===== src/rtl/pc_fetch_pkg.sv =====
// Shared encodings for the instruction fetch controller: FSM states, pcsource codes
// and the branch-offset helper.
package pc_fetch_pkg;

  typedef enum logic [2:0] {
    ST_IDLE  = 3'd0,
    ST_FETCH = 3'd1,
    ST_EXEC  = 3'd2,
    ST_HALT  = 3'd3,
    ST_FAULT = 3'd4
  } fetch_state_e;

  localparam logic [1:0] PCS_SEQ = 2'b00;
  localparam logic [1:0] PCS_BR  = 2'b01;
  localparam logic [1:0] PCS_REG = 2'b10;
  localparam logic [1:0] PCS_JMP = 2'b11;

  // Sign-extended 16-bit word offset, scaled to a byte offset.
  function automatic logic [31:0] br_offset(input logic [15:0] imm);
    return {{14{imm[15]}}, imm, 2'b00};
  endfunction

endpackage


===== src/rtl/pc_fetch_ctrl_npc_calc.sv =====
// Combinational next-PC selection and legality check (word aligned, inside the IROM).
module npc_calc
  import pc_fetch_pkg::*;
#(
  parameter int ROM_AW = 6
) (
  input  logic [31:0] pc_plus4,
  input  logic [31:0] inst,
  input  logic [1:0]  pcsource,
  input  logic [31:0] ra_data,
  output logic [31:0] npc,
  output logic        npc_legal
);

  logic [5:0] unused_opcode;
  assign unused_opcode = inst[31:26];

  always_comb begin
    npc = pc_plus4;
    case (pcsource)
      PCS_SEQ: npc = pc_plus4;
      PCS_BR:  npc = pc_plus4 + br_offset(inst[15:0]);
      PCS_REG: npc = ra_data;
      PCS_JMP: npc = {pc_plus4[31:28], inst[25:0], 2'b00};
      default: npc = pc_plus4;
    endcase
  end

  assign npc_legal = (npc[1:0] == 2'b00) && (npc[31:ROM_AW+2] == '0);

endmodule


===== src/rtl/pc_fetch_ctrl.sv =====
// Instruction fetch controller: PC register, run/step sequencing, halt/fault
// detection and retired-instruction counter.
module pc_fetch_ctrl
  import pc_fetch_pkg::*;
#(
  parameter logic [31:0] RESET_PC = 32'h0000_0000,
  parameter int          ROM_AW   = 6
) (
  input  logic              sys_rst_n,
  input  logic              clock_1s,
  input  logic              run_mode,
  input  logic              step_btn,
  input  logic [31:0]       inst,
  input  logic [1:0]        pcsource,
  input  logic [31:0]       ra_data,
  output logic [31:0]       pc,
  output logic [ROM_AW-1:0] addra,
  output logic [31:0]       pc_plus4,
  output logic              inst_valid,
  output logic              halted,
  output logic              fault,
  output logic [15:0]       retired
);

  fetch_state_e state_q;
  logic [31:0]  pc_q;
  logic [15:0]  retired_q;
  logic [15:0]  retired_d;
  logic         step_prev_q;
  logic         inst_valid_q;
  logic         halted_q;
  logic         fault_q;
  logic         step_edge;
  logic [31:0]  npc;
  logic         npc_legal;

  assign pc_plus4  = pc_q + 32'd4;
  assign addra     = pc_q[ROM_AW+1:2];
  assign retired_d = retired_q + 16'd1;
  // The sampler runs in every state, so presses outside IDLE are consumed, not queued.
  assign step_edge = step_btn & ~step_prev_q;

  npc_calc #(.ROM_AW(ROM_AW)) u_npc_calc (
    .pc_plus4  (pc_plus4),
    .inst      (inst),
    .pcsource  (pcsource),
    .ra_data   (ra_data),
    .npc       (npc),
    .npc_legal (npc_legal)
  );

  always_ff @(posedge clock_1s or negedge sys_rst_n) begin
    if (!sys_rst_n) begin
      state_q      <= ST_IDLE;
      pc_q         <= RESET_PC;
      retired_q    <= 16'h0000;
      step_prev_q  <= 1'b0;
      inst_valid_q <= 1'b0;
      halted_q     <= 1'b0;
      fault_q      <= 1'b0;
    end else begin
      step_prev_q <= step_btn;
      case (state_q)
        ST_IDLE: begin
          if (run_mode || step_edge) state_q <= ST_FETCH;
        end
        ST_FETCH: begin
          state_q      <= ST_EXEC;
          inst_valid_q <= 1'b1;
        end
        ST_EXEC: begin
          inst_valid_q <= 1'b0;
          // Illegal target wins over self-loop.
          if (!npc_legal) begin
            fault_q <= 1'b1;
            state_q <= ST_FAULT;
          end else if (npc == pc_q) begin
            halted_q  <= 1'b1;
            retired_q <= retired_d;
            state_q   <= ST_HALT;
          end else begin
            pc_q      <= npc;
            retired_q <= retired_d;
            state_q   <= run_mode ? ST_FETCH : ST_IDLE;
          end
        end
        ST_HALT:  state_q <= ST_HALT;
        ST_FAULT: state_q <= ST_FAULT;
        default:  state_q <= ST_IDLE;
      endcase
    end
  end

  assign pc         = pc_q;
  assign retired    = retired_q;
  assign inst_valid = inst_valid_q;
  assign halted     = halted_q;
  assign fault      = fault_q;

endmodule

===== config.mk =====
export PLATFORM = sky130hd
export DESIGN_NAME = pc_fetch_ctrl
export DESIGN_NICKNAME = d
export VERILOG_FILES = /design/src/rtl/pc_fetch_pkg.sv /design/src/rtl/pc_fetch_ctrl_npc_calc.sv /design/src/rtl/pc_fetch_ctrl.sv
export SDC_FILE = /design/constraint.sdc
export NUM_CORES = 1
export LEC_CHECK = 0
export BUFFER_PORTS_ARGS = -buffer_cell sky130_fd_sc_hd__buf_2
export CORE_MARGIN = 2
export CORE_UTILIZATION = 40
export DETAILED_ROUTE_END_ITERATION = 8
export PLACE_DENSITY = 0.64
export SLEW_MARGIN = 20
export SYNTH_ARGS = -nofsm -noshare
export SYNTH_HDL_FRONTEND = slang
export SYNTH_SLANG_ARGS = --single-unit

===== constraint.sdc =====
create_clock -name clock_1s -period 5 [get_ports clock_1s]
set_clock_uncertainty 0.2 [all_clocks]
set_input_delay 0.25 -clock clock_1s [delete_from_list [all_inputs] [get_ports clock_1s]]
set_output_delay 0.25 -clock clock_1s [all_outputs]
set_load 0.01 [all_outputs]

Word-level counts from Yosys, hierarchy flattened
Cells that the tools add are included.
- add/subtract/negate cells: 3
- eq/ne operators: 9
- muxes and demuxes: 7
- bitwise gates (word level): 4
- reductions and logical operators: 11
- operator list (cell ; count):
    one-hot mux 32 bit (4 select lines) ; 1
    adder 32 x 3 -> 32 bit (second input constant) ; 1
    adder 32 bit ; 1
    equality test 32 bit ; 1
    zero test 24 bit ; 1
    adder 16 x 1 -> 16 bit (second input constant) ; 1
    one-hot mux 3 bit (5 select lines) ; 1
    equality test 3 x 2 -> 1 bit (second input constant) ; 2
    two-way mux 3 bit ; 2
    AND reduction 3 bit ; 2
    equality test 2 bit (second input constant) ; 2
    zero test 2 bit ; 2
    AND reduction 2 bit ; 2
    equality test 3 x 1 -> 1 bit (second input constant) ; 1
    equality test 3 bit (second input constant) ; 1
    zero test 3 bit ; 1
    NOT 1 bit ; 3
    equality test 2 x 1 -> 1 bit (second input constant) ; 1
    two-way mux 2 bit ; 1
    inequality test 2 bit (second input constant) ; 1
    one-hot mux 1 bit (2 select lines) ; 1
    nonzero test 2 bit ; 1
    bitwise AND 1 bit ; 1
    logical AND 1 bit ; 1
    2 further kinds ; 2
- bits in registers: 55
- bits of input ports: 70
- output and inout bits: 89
- word-level logic and storage cells: 41

Logic depth before layout (Yosys ltp)
Gate-level depths: netlist (run 1).
- depth after elaboration: 7
- mapped depth: 21
- depth with buffers taken out: 18

Modules after synthesis
A second synthesis (run 1) with hierarchy kept.
- cells, all modules: 616
- area total of the unflattened synthesis: 5644.2 um2
- by module, submodules not included (module ; times used ; cells each ; area an instance (um2) ; sequential area each (um2)):
    pc_fetch_ctrl ; 1 ; 297 ; 3155.5 ; 1376.3
    npc_calc ; 1 ; 319 ; 2488.6 ; 0.0

Worst setup path before layout (run 1)
OpenSTA, ideal clock, no wires.
- path kind: flip-flop to flip-flop
- start point: register pc_q[2] (netlist: pc[2])
- end point: register pc_q[6] (netlist: pc[6])
- setup time: 127 ps
- arrival time: 4978 ps
- required time: 4673 ps
- path slack: -306 ps
- stages on the path, launching flop included: 21
- path buffers: 3
- clock period less this slack: 5306 ps
- cells stage by stage: dfrtp_1 > ha_1 > and4_1 > clkbuf_1 > nand3_1 > nor3_1 > xor2_1 > ha_1 > a21oi_1 > o21ai_0 > or3_1 > and3_1 > a21oi_1 > o311a_1 > mux2i_1 > a211oi_1 > and4_1 > buf_2 > o21ai_2 > buf_6 > mux2_1
- cells in the longest elaborated chain, start to end: 6
- elaborated cells on any way between the ends: 8
- classes of those cells: 2 x add/sub; 1 x eq/ne; 1 x mux; 1 x bitwise; 3 x reduce/logical
- ends and longest elaborated chain (what ; RTL line ; source):
    start: declaration ; pc_fetch_ctrl.sv:26 ; logic [31:0] pc_q;
    start signal: assignment ; pc_fetch_ctrl.sv:82 ; pc_q <= npc;
    adder 32 x 3 -> 32 bit (*) ; pc_fetch_ctrl.sv:37 ; assign pc_plus4 = pc_q + 32'd4;
    net pc_plus4[20] ; pc_fetch_ctrl.sv:18 ; output logic [31:0] pc_plus4,
    adder 32 bit ; pc_fetch_ctrl_npc_calc.sv:22 ; PCS_BR: npc = pc_plus4 + br_offset(inst[15:0]);
    one-hot mux 32 bit (4 select lines) (*) ; pc_fetch_ctrl_npc_calc.sv:20 ; case (pcsource)
    equality test 32 bit or zero test 24 bit (tied branches) ; pc_fetch_ctrl.sv:77, pc_fetch_ctrl_npc_calc.sv:29 ;
    NOT 1 bit (no line) or logical AND 1 bit (tied branches) ; n/a ;
    AND reduction 3 bit (no line) (*) ; n/a ;
The timed path passes the listed nets; every way through them passes the cells marked *.
A chain may end at the register's enable or synchronous reset.

Worst setup path in the final report (run 1)
- start point: register pc_q[3] (netlist: pc[3])
- end point: register pc_q[6] (netlist: pc[6])
- cells in the longest elaborated chain, start to end: 6
- elaborated cells on any way between the ends: 8
- classes of those cells: 2 x add/sub; 1 x eq/ne; 1 x mux; 1 x bitwise; 3 x reduce/logical
- ends and longest elaborated chain (what ; RTL line):
    adder 32 x 3 -> 32 bit ; pc_fetch_ctrl.sv:37
    adder 32 bit ; pc_fetch_ctrl_npc_calc.sv:22
    one-hot mux 32 bit (4 select lines) ; pc_fetch_ctrl_npc_calc.sv:20
    equality test 32 bit or zero test 24 bit (tied branches) ; pc_fetch_ctrl.sv:77, pc_fetch_ctrl_npc_calc.sv:29
    NOT 1 bit (no line) or logical AND 1 bit (tied branches) ; n/a
    AND reduction 3 bit (no line) ; n/a
Several ways; a longest one is shown, not always the timed one.

==> results of run 1 <==
[worst min-delay path: stages]
cell and delay, ns:
buf_2 0.10, nor2_1 0.05, a21oi_1 0.14
[layer usage]
metal,part of all wire (%),vias to the layer above,GRT usage [%]
met5,0,-,0
met4,3.8,0,12.0
met3,8.4,102,4.43
met2,45,536,52.1
met1,43,4889,46.7
li1,-,4710,-
[logic make-up (layout without fill, tap and decap cells)]
group / count (synthesis) / count (layout) / synth area share, %
AO/OA/AOI/OAI: 298 / 298 / 26.2
buffers and inverters: 101 / 495 / 6.20
AND/OR/NAND/NOR: 438 / 438 / 29.8
XOR/XNOR: 64 / 64 / 7.37
multiplexers: 41 / 41 / 5.77
flip-flops: 55 / 55 / 17.6
adder cells (fa/ha/maj): 43 / 43 / 6.99
[sequential cells by signal (all words and copies together), names as in the netlist]
register and count:
step_prev_q 1, fault 1, inst_valid 1, retired 16
pc 32, state_q 3, halted 1
[stage by stage]
stage               power (mW)  instances  utilization (%)  hold slack, ns  worst slack, ns
floorplan                0.740       1040                -          -0.246          0.00598
global placement         0.959       1654             54.8           0.177           -0.240
detailed placement       0.962       1654             54.8           0.181           -0.307
CTS                       1.39       1677             57.8          0.0604          0.00461
global route              1.51       1699             62.3          0.0698           -0.211
finish                    1.45       1699             62.3          0.0690          -0.0460
[layout by cell type, fill, tap and decap left out, types with 31 or more instances in the layout]
master and instances:
inv_1 31, nand3_1 39, a21oi_1 55, dfrtp_1 51, o21ai_0 42, buf_4 289
nand2_1 95, nor2_1 64, buf_2 152, nand4_1 37
[power by group]
group / switching, mW / leakage, nW / total (mW) / internal [mW]
Combinational: 0.327 / 4.89 / 0.585 / 0.258
Sequential: 0.000875 / 0.693 / 0.446 / 0.445
Clock: 0.176 / 0.0815 / 0.415 / 0.239
[final cells by class]
class                           instances  area, µm²
Fill cell                            1715       7300
Multi-Input combinational cell        884       6960
Timing Repair Buffer                  453       3070
Sequential cell                        55       1380
Tap cell                              265        332
Clock buffer                            6        129
Inverter                               34        128
Clock inverter                          2       38.8
[worst max path at each step]
stage / start / end / slack [ns] / cells past startpoint
after CTS: pc[3] / pc[3] / 0.005 / 19
final: pc[3] / pc[6] / -0.05 / 20
after global routing: pc[3] / pc[6] / -0.21 / 20
after global placement: pc[6] / pc[2] / -0.24 / 18
after detailed placement: pc[2] / pc[29] / -0.31 / 20
after floorplan: pc[10] / pc[6] / 0.006 / 19
[repair_timing]
action,CTS,global route
resized for setup,56,133
pin swaps,21,69
setup buffers,13,22
setup endpoints to repair,49,52
hold buffers,2,0
hold endpoints to repair,56,0
==> metrics.yaml, run 1 <==
drcViolationCount: 0
grtUsageTotal_pct: 33.2
die_w_um: 144
grt_max_degree: 56
die-height_um: 144
final_layout_size_suffix_gt1_share_pct: 44.8
min_path_type: "in -> reg"
antenna_found_initial: 0
p_leak_nw: 5.66
die_area_um2: 20700
synthArstFlopShare_pct: 100
crit_type: "reg -> reg"
placed_area_um2: 10600
tightest_slew_ns: 0.734
timing.final.ws_setup_ns: -0.0460
critPathRequiredTime_ns: 5.00
violations: "setup timing"
syn_nets: 1153
stdcell_area_um2: 12000
drv_slew: 0
clkTransAtPathRegs_ns: 0.08
drv_cap: 0
reg2reg_to: "pc[6]"
path_cells: "ha_4 > and4_4 > buf_6 > nand2_1 > xnor2_2 > ha_1 > buf_4 > nand4_1 > nor2_1 > a21boi_1 > nor2_1 > buf_4 > xnor2_1 > o211ai_1 > o2111ai_2 > nor4_4 > nand4_1 > o21ai_4 > buf_12 > mux2_1"
yosysTopAreaCell: "dfrtp_1"
dr.first_iter.drc_count: 1022
final-setup-viol-count: 4
holdCritStartpoint: "run_mode"
cp-end-kind: "flop"
root_buffer: "clkbuf_16"
syn_inst: 1040
start_util_pct: 40.4
path_buf_inv: 4
period_minus_slack_ns: 5.05
clk_latency_ns: 0.31
fin_nets: 1546
hold_violations: 0
start_kind: "flop"
yosysMostFrequentCell: "nand2_1"
grt_setup_unrepaired: "true"
dp_hpwl_um: 28300
cts_tree: "done"
firstDrtPassIters: 6
grt_pass1_vias: 9343
vias_per_cell: 6.03
slowest_stage: "dfrtp_2"
arrival_ns: 5.04
status: "finished, violations left"
synth-edff-count: 0
syn_area_per_cell_um2: 7.51
ir_drop_v: 0.000152
postRouteAntennaNets: 0
wl_per_cell_um: 21.0
routed_wl_um: 35600
ys_warn_count: 0
port_buffers: 152
ys.flop_type: "dfrtp_1"
ys_seq_area_share_pct: 17.6
hold_end: "state_q[0]"
holdPathStages: 3
rr_worst_depth: 20
yosysTopAreaCellShare_pct: 17.6
grt_overflow: 0
ys_ff_latch: 55
diodes: 0
synth_area_leaders: "dfrtp_1 (18%), ha_1 (6.7%), nand2_1 (4.9%)"
r2r_start: "pc[3]"
synth_area_um2: 7810
setup-tns-final_ns: -0.102
synth_cell_types: 88
cp_max_fo: 7
fmax_mhz: 198
via_count: 10200
ctsLongestPathBuffers: 2
slowest_delay_ns: 0.40
min_period_over_period_pct: 101
relSlewSlack_pct: 51.1
core-area_um2: 19300
area_growth_pct: 54.2
cts_buffers: 5
reg2reg_slack_ns: -0.05
cts_max_level: 2
yosys-top-cells-count: "nand2_1 (101), a21oi_1 (71), nor2_1 (70)"
p_per_area_nw_per_um2: 120
cp_top_family: "simple AND/OR/NAND/NOR gates"
rows: 51
numClockSinks: 55
globalplace.congestion: 1.01
grt_pass1_wl_um: 52300
io_pins: 159
No activity file was read; power rests on OpenSTA's default activity.
==> inputs of run 2 (changes only) <==
- PLACE_DENSITY: 0.64 -> 0.66
- SYNTH_HIERARCHICAL: unset -> 1
==> metrics.yaml, run 2 <==
status: "finished, violations left"
violations: "setup timing"
yosysTopAreaCellShare_pct: 24.4  # +6.8 points
fin_nets: 1047  # -32%
total_power_mw: 1.23  # -15%
final-setup-viol-count: 51  # +47
port_buffers: 152  # unchanged
core-area_um2: 13800  # -28%
tightest_slew_ns: 0.717  # -0.0175 ns
cp.depth: 24  # +20%
diodes: 0  # unchanged
arrival_ns: 5.66  # +0.62 ns
syn_inst: 616  # -41%
path_buf_inv: 6  # +2
grtUsageTotal_pct: 28.3  # -4.9 points
yosysMostFrequentCell: "xor2_1"
ys_warn_count: 6  # +6
grt_overflow: 0  # unchanged
globalplace.congestion: 0.994  # -1.5%
whs_ns: 0.105  # +0.0362 ns
syn_nets: 718  # -38%
regArea_um2: 1380  # about the same
cp_max_fo: 8  # +1
p_leak_nw: 4.66  # -18%
grt_max_degree: 56  # unchanged
slowest_stage: "mux4_2"
cts_tree: "done"
period_minus_slack_ns: 5.68  # +0.637 ns
holdPathStages: 3  # unchanged
synthArstFlopShare_pct: 100  # unchanged
stdcell_area_um2: 8990  # -25%
place_inst: 1092  # -34%
slowest_delay_ns: 0.53  # +0.13 ns
placed_area_um2: 8030  # -24%
n_fill_cell: 1109  # -35%
ir_drop_v: 0.000148  # -2.4%
start_kind: "flop"
layout_common_cells: "buf_4 (185), buf_2 (152), xor2_1 (54)"
drv_cap: 0  # unchanged
synth_area_um2: 5640  # -28%
drv_slew: 0  # unchanged
crit_top_cell: "buf_6"
fmax_mhz: 176  # -11%
min_period_over_period_pct: 114  # +13 points
fin_cells: 1126  # -34%
area_growth_pct: 59.4
root_buffer: "clkbuf_16"
multiInputGateArea_um2: 4740  # -32%
syn_area_per_cell_um2: 9.16  # +22%
ys_ff_latch: 55  # unchanged
combPwrFrac_pct: 28.2  # -12 points
final_layout_size_suffix_gt1_share_pct: 57.2  # +12 points
vias_per_cell: 5.65  # -6.2%
switchingPower_mw: 0.370  # -27%
antenna_found_initial: 0  # unchanged
cts_buffers: 5  # unchanged
grt_pass1_vias: 6385  # -32%
numClockSinks: 55  # unchanged
timing.final.ws_setup_ns: -0.683  # -0.637 ns
cp-end-kind: "flop"
synth_area_leaders: "dfrtp_1 (24%), xor2_1 (9.2%), mux2_2 (7.2%)"
grt_pass1_wl_um: 33200  # -37%
largest_reg_flops: 32  # unchanged
ys_seq_area_share_pct: 24.4  # +6.8 points
routed_wl_um: 21600  # -39%
dr.first_iter.drc_count: 464  # -55%
switching_share_pct: 30.0  # -4.8 points
firstDrtPassIters: 5  # -1
die_w_um: 123  # -15%
postRouteAntennaNets: 0  # unchanged
reg2reg_slack_ns: -0.68  # -0.64 ns
p_per_area_nw_per_um2: 137  # +14%
grt_setup_unrepaired: "true"
yosys-top-cells-count: "xor2_1 (59), dfrtp_1 (55), nand2_1 (55)"
rr_worst_depth: 24  # +20%
dp_hpwl_um: 16500  # -42%
relSlewSlack_pct: 52.2  # +1.2 points
synth_cell_types: 70  # -20%
crit_type: "reg -> reg"
hold_violations: 0  # unchanged
min_path_type: "in -> reg"
drcViolationCount: 0  # unchanged
cts_max_level: 2  # unchanged
critPathRequiredTime_ns: 4.98  # -0.02 ns
rows: 43  # -16%
die-height_um: 123  # -15%
cp_top_family: "simple AND/OR/NAND/NOR gates"
start_util_pct: 40.8  # +0.44 points
ys.flop_type: "dfrtp_1"
final_common_cell: "buf_4"
clk_latency_ns: 0.29  # -0.02 ns
wl_per_cell_um: 19.2  # -8.3%
ctsLongestPathBuffers: 2  # unchanged
io_pins: 159  # unchanged
via_count: 6364  # -38%
synth-edff-count: 0  # unchanged
p_clk_share_pct: 32.8  # +4.1 points
clkTransAtPathRegs_ns: 0.07  # about the same
p_seq_share_pct: 38.9  # +8.0 points
path_cells: "nand4_1 > nor3_4 > buf_4 > buf_6 > nand3_2 > xnor2_2 > ha_4 > nand3_2 > nand2_2 > a2111oi_4 > o211ai_1 > a31oi_2 > buf_4 > o2111ai_2 > xnor2_1 > mux4_2 > buf_6 > xor2_1 > nor4_2 > nand2_1 > o31ai_4 > buf_6 > clkbuf_16 > mux2_2"
p_int_mw: 0.863  # -8.4%
yosysTopAreaCell: "dfrtp_1"
die_area_um2: 15100  # -27%
[run 2: cell count changes after synthesis, moves of 29 or more]
| cell | before | now |
|---|---|---|
| nand3_1 | 48 | 19 |
| a21oi_1 | 71 | 32 |
| and2_1 | 31 | 1 |
| xor2_1 | 26 | 59 |
| o21ai_0 | 54 | 24 |
| nand2_1 | 101 | 55 |
| nor2_1 | 70 | 29 |
[run 2: per-stage QoR]
step	utilization [%]	TNS, ns	setup WS, ns
after global routing	65.1	-41.70	-0.911
after global placement	58.1	-22.75	-0.587
after CTS	62.6	-18.76	-0.452
after detailed placement	58.1	-27.13	-0.667
final	65.1	-29.61	-0.683
after floorplan	-	-8.55	-0.402
[run 2: final cells by class]
type | count | share of cell area [%]
multi-input combinational | 506 | 52.7
timing repair buffer | 354 | 26.5
sequential | 55 | 15.3
clock inverter | 3 | 0.529
clock buffer | 5 | 1.39
tap | 180 | 2.50
inverter | 23 | 0.988
[run 2: final timing paths]
| check | start | endpoint |
|---|---|---|
| worst max-delay path | pc[6] | pc[7] |
| worst min-delay path | run_mode | state_q[1] |
| worst max register to register | pc[6] | pc[7] |
| worst min register to register | retired[15] | retired[15] |
| max in group asynchronous | sys_rst_n | pc[3] |
| min in group asynchronous | sys_rst_n | retired[14] |
[run 2: kinds of logic (layout without fill, tap and decap cells)]
| logic type | Yosys count | count (layout) | synth area share, % |
|---|---|---|---|
| buffers and inverters | 55 | 385 | 4.97 |
| and+or+nand+nor | 189 | 189 | 17.1 |
| muxes | 63 | 63 | 16.0 |
| xor gates and xnor gates | 94 | 94 | 14.6 |
| AOI/OAI and AO/OA | 128 | 128 | 15.7 |
| adders and majority gates | 32 | 32 | 7.23 |
| DFF | 55 | 55 | 24.4 |
[run 2: power by group through the flow]
| stage | clock network, mW | logic (mW) | registers [mW] |
|---|---|---|---|
| floorplan | 0 | 0.188 | 0.480 |
| global placement | 0 | 0.308 | 0.487 |
| detailed placement | 0 | 0.317 | 0.489 |
| CTS | 0.408 | 0.335 | 0.480 |
| global route | 0.432 | 0.375 | 0.483 |
| finish | 0.405 | 0.348 | 0.480 |
[run 2: layer usage]
layer | GRT usage [%] | vias to the layer above | routed length, µm
li1 | - | 2939 | -
met1 | 37.1 | 3116 | 9080
met2 | 47.7 | 259 | 10400
met3 | 3.72 | 50 | 1360
met4 | 10.3 | 0 | 757
met5 | 0 | - | 0
[run 2: what timing repair did]
| item | in CTS | in global routing |
|---|---|---|
| hold buffers | 2 | 0 |
| pin swaps | 25 | 37 |
| gates cloned | 1 | 2 |
| setup endpoints to repair | 52 | 53 |
| setup buffers | 13 | 13 |
| resized for setup | 61 | 58 |
| hold endpoints to repair | 56 | 0 |
[run 2: tightest hold or removal path, cell delays in order]
cell and delay, ns:
buf_2 0.09, o31ai_1 0.11, a21oi_2 0.11
==> inputs of run 3 (changes only) <==
- CTS_BUF_LIST: unset -> sky130_fd_sc_hd__clkbuf_8 sky130_fd_sc_hd__clkbuf_16
- PLACE_DENSITY: 0.66 -> 0.64
- clock period: 5 -> 6.9 ns (I/O delays scaled with it)
==> metrics.yaml, run 3 (same netlist as run 2, synthesis figures left out) <==
placed_area_um2: 6510  # -19%
fin_nets: 854  # -18%
p_leak_nw: 3.38  # -27%
wl_per_cell_um: 18.5  # -3.9%
critPathCapture: "retired[12]"
hold_violations: 28  # +28
timing.final.ws_setup_ns: 0.416  # +1.10 ns
grt_max_degree: 56  # unchanged
crit_top_cell: "xor2_1"
path_cells: "nand4_1 > nor3_1 > buf_4 > and3_1 > xor2_1 > ha_1 > a21oi_1 > o21ai_0 > a2111oi_2 > o211ai_1 > a31oi_1 > buf_4 > a21oi_1 > o41ai_2 > xor2_1 > o211ai_1 > nor3b_2 > and4bb_2 > nand4_1 > or3_1 > nor2_1 > xor2_1"
slowest_delay_ns: 0.50  # -0.03 ns
cp.depth: 22  # -8.3%
reg2reg_slack_ns: 0.42  # +1.10 ns
p_per_area_nw_per_um2: 122  # -11%
largest_reg_flops: 32  # unchanged
path_buf_inv: 2  # -4
final_common_cell: "buf_2"
drv_slew: 0  # unchanged
arrival_ns: 6.49  # +0.83 ns
core-area_um2: 13800  # unchanged
final_layout_size_suffix_gt1_share_pct: 31.5  # -26 points
grt_pass1_vias: 5140  # -19%
grt_pass1_wl_um: 26700  # -19%
die-height_um: 123  # unchanged
die_w_um: 123  # unchanged
cts_buffers: 5  # unchanged
dp_hpwl_um: 14000  # -15%
crit_start: "pc[4]"
clkTransAtPathRegs_ns: 0.07  # about the same
clk_latency_ns: 0.29  # about the same
cp_top_family: "compound AO/OA/AOI/OAI gates"
dr.first_iter.drc_count: 403  # -13%
dp_slack_ns: 0.581  # +1.25 ns
r2r_start: "pc[4]"
via_count: 5376  # -16%
start_util_pct: 40.8  # unchanged
fmax_mhz: 154  # -12%
status: "finished, violations left"
rr_worst_depth: 22  # -8.3%
stdcell_area_um2: 6680  # -26%
grt_overflow: 0  # unchanged
reg2reg_to: "retired[12]"
fin_cells: 932  # -17%
whs_ns: -0.0175  # -0.123 ns
cp_max_fo: 9  # +1
slowest_stage: "dfrtp_1"
start_kind: "flop"
postRouteAntennaNets: 0  # unchanged
firstDrtPassIters: 5  # unchanged
ir_drop_v: 0.000101  # -31%
drv_cap: 0  # unchanged
min_path_type: "in -> async"
cts_max_level: 2  # unchanged
relSlewSlack_pct: 50.1  # -2.1 points
routed_wl_um: 17200  # -20%
setup-tns-final_ns: 0  # +29.61 ns
n_fill_cell: 1344  # +21%
grtUsageTotal_pct: 22.8  # -5.6 points
violations: "hold timing"
die_area_um2: 15100  # unchanged
layout_common_cells: "buf_2 (152), xor2_1 (59), nand2_1 (55), dfrtp_1 (55), mux2_2 (36)"
vias_per_cell: 5.77  # +2.1%
diodes: 0  # unchanged
drcViolationCount: 0  # unchanged
numClockSinks: 55  # unchanged
min_period_over_period_pct: 94.0  # -20 points
globalplace.congestion: 0.904  # -9.1%
ctsLongestPathBuffers: 2  # unchanged
grt_setup_unrepaired: "false"
rows: 43  # unchanged
tightest_slew_ns: 0.747  # +0.0302 ns
io_pins: 159  # unchanged
crit_type: "reg -> reg"
cp-end-kind: "flop"
place_inst: 924  # -15%
root_buffer: "clkbuf_16"
port_buffers: 152  # unchanged
area_growth_pct: 18.4
period_minus_slack_ns: 6.48  # +0.801 ns
critPathRequiredTime_ns: 6.91  # +1.93 ns
cts_tree: "done"
final-setup-viol-count: 0  # -100%
antenna_found_initial: 0  # unchanged
==> run 3: how the worst min path moves through the flow <==
stage / from / slack [ns] / cells past startpoint / end
6_report: sys_rst_n / -0.02 / 2 / retired[10]
5_1_grt: sys_rst_n / 0.05 / 2 / retired[10]
4_1_cts: sys_rst_n / 0.02 / 2 / pc[2]
3_5_place_dp: step_btn / 0.27 / 1 / step_prev_q
3_3_place_gp: retired[15] / 0.26 / 1 / retired[15]
2_1_floorplan: sys_rst_n / -0.15 / 0 / fault
==> run 3: cell type report <==
type                            instances  area (µm²)  area share [%]
Clock buffer                            5         125            1.87
Clock inverter                          2        37.5           0.562
Inverter                               23        86.3            1.29
Multi-Input combinational cell        506        3990            59.7
Sequential cell                        55        1380            20.6
Tap cell                              180         225            3.37
Timing Repair Buffer                  161         843            12.6
==> run 3: worst reg2reg max path: cells and delay by family, from the launching register on <==
family / cells / cell delay (ns)
flip-flops: 1 / 0.50
AO/OA/AOI/OAI: 8 / 2.16
AND/OR/NAND/NOR: 8 / 2.05
XOR/XNOR: 3 / 0.70
buffers and inverters: 2 / 0.34
adder cells (fa/ha/maj): 1 / 0.42
==> run 3: repair_timing <==
item                       CTS  global route
hold endpoints to repair     1             0
resized for setup            0             0
hold buffers                 1             0
setup buffers                0             0
setup endpoints to repair    0             0
==> run 3: power breakdown <==
| part | internal [mW] | total, mW | switching [mW] |
|---|---|---|---|
| clock | 0.169 | 0.280 | 0.111 |
| combinational | 0.0818 | 0.191 | 0.109 |
| sequential | 0.333 | 0.347 | 0.0140 |
==> run 3: per-stage QoR <==
stage	total power [mW]	util, %
floorplan	0.476	-
global placement	0.536	47.1
detailed placement	0.542	47.1
CTS	0.824	48.3
global route	0.860	48.3
finish	0.818	48.3
==> run 3: layer usage <==
| layer | share of wire, % | track usage [%] | routed length [µm] |
|---|---|---|---|
| met5 | 0 | 0 | 0 |
| met4 | 2.4 | 6.75 | 409 |
| met3 | 5.9 | 2.74 | 1020 |
| met2 | 48 | 38.5 | 8220 |
| met1 | 44 | 30.4 | 7560 |
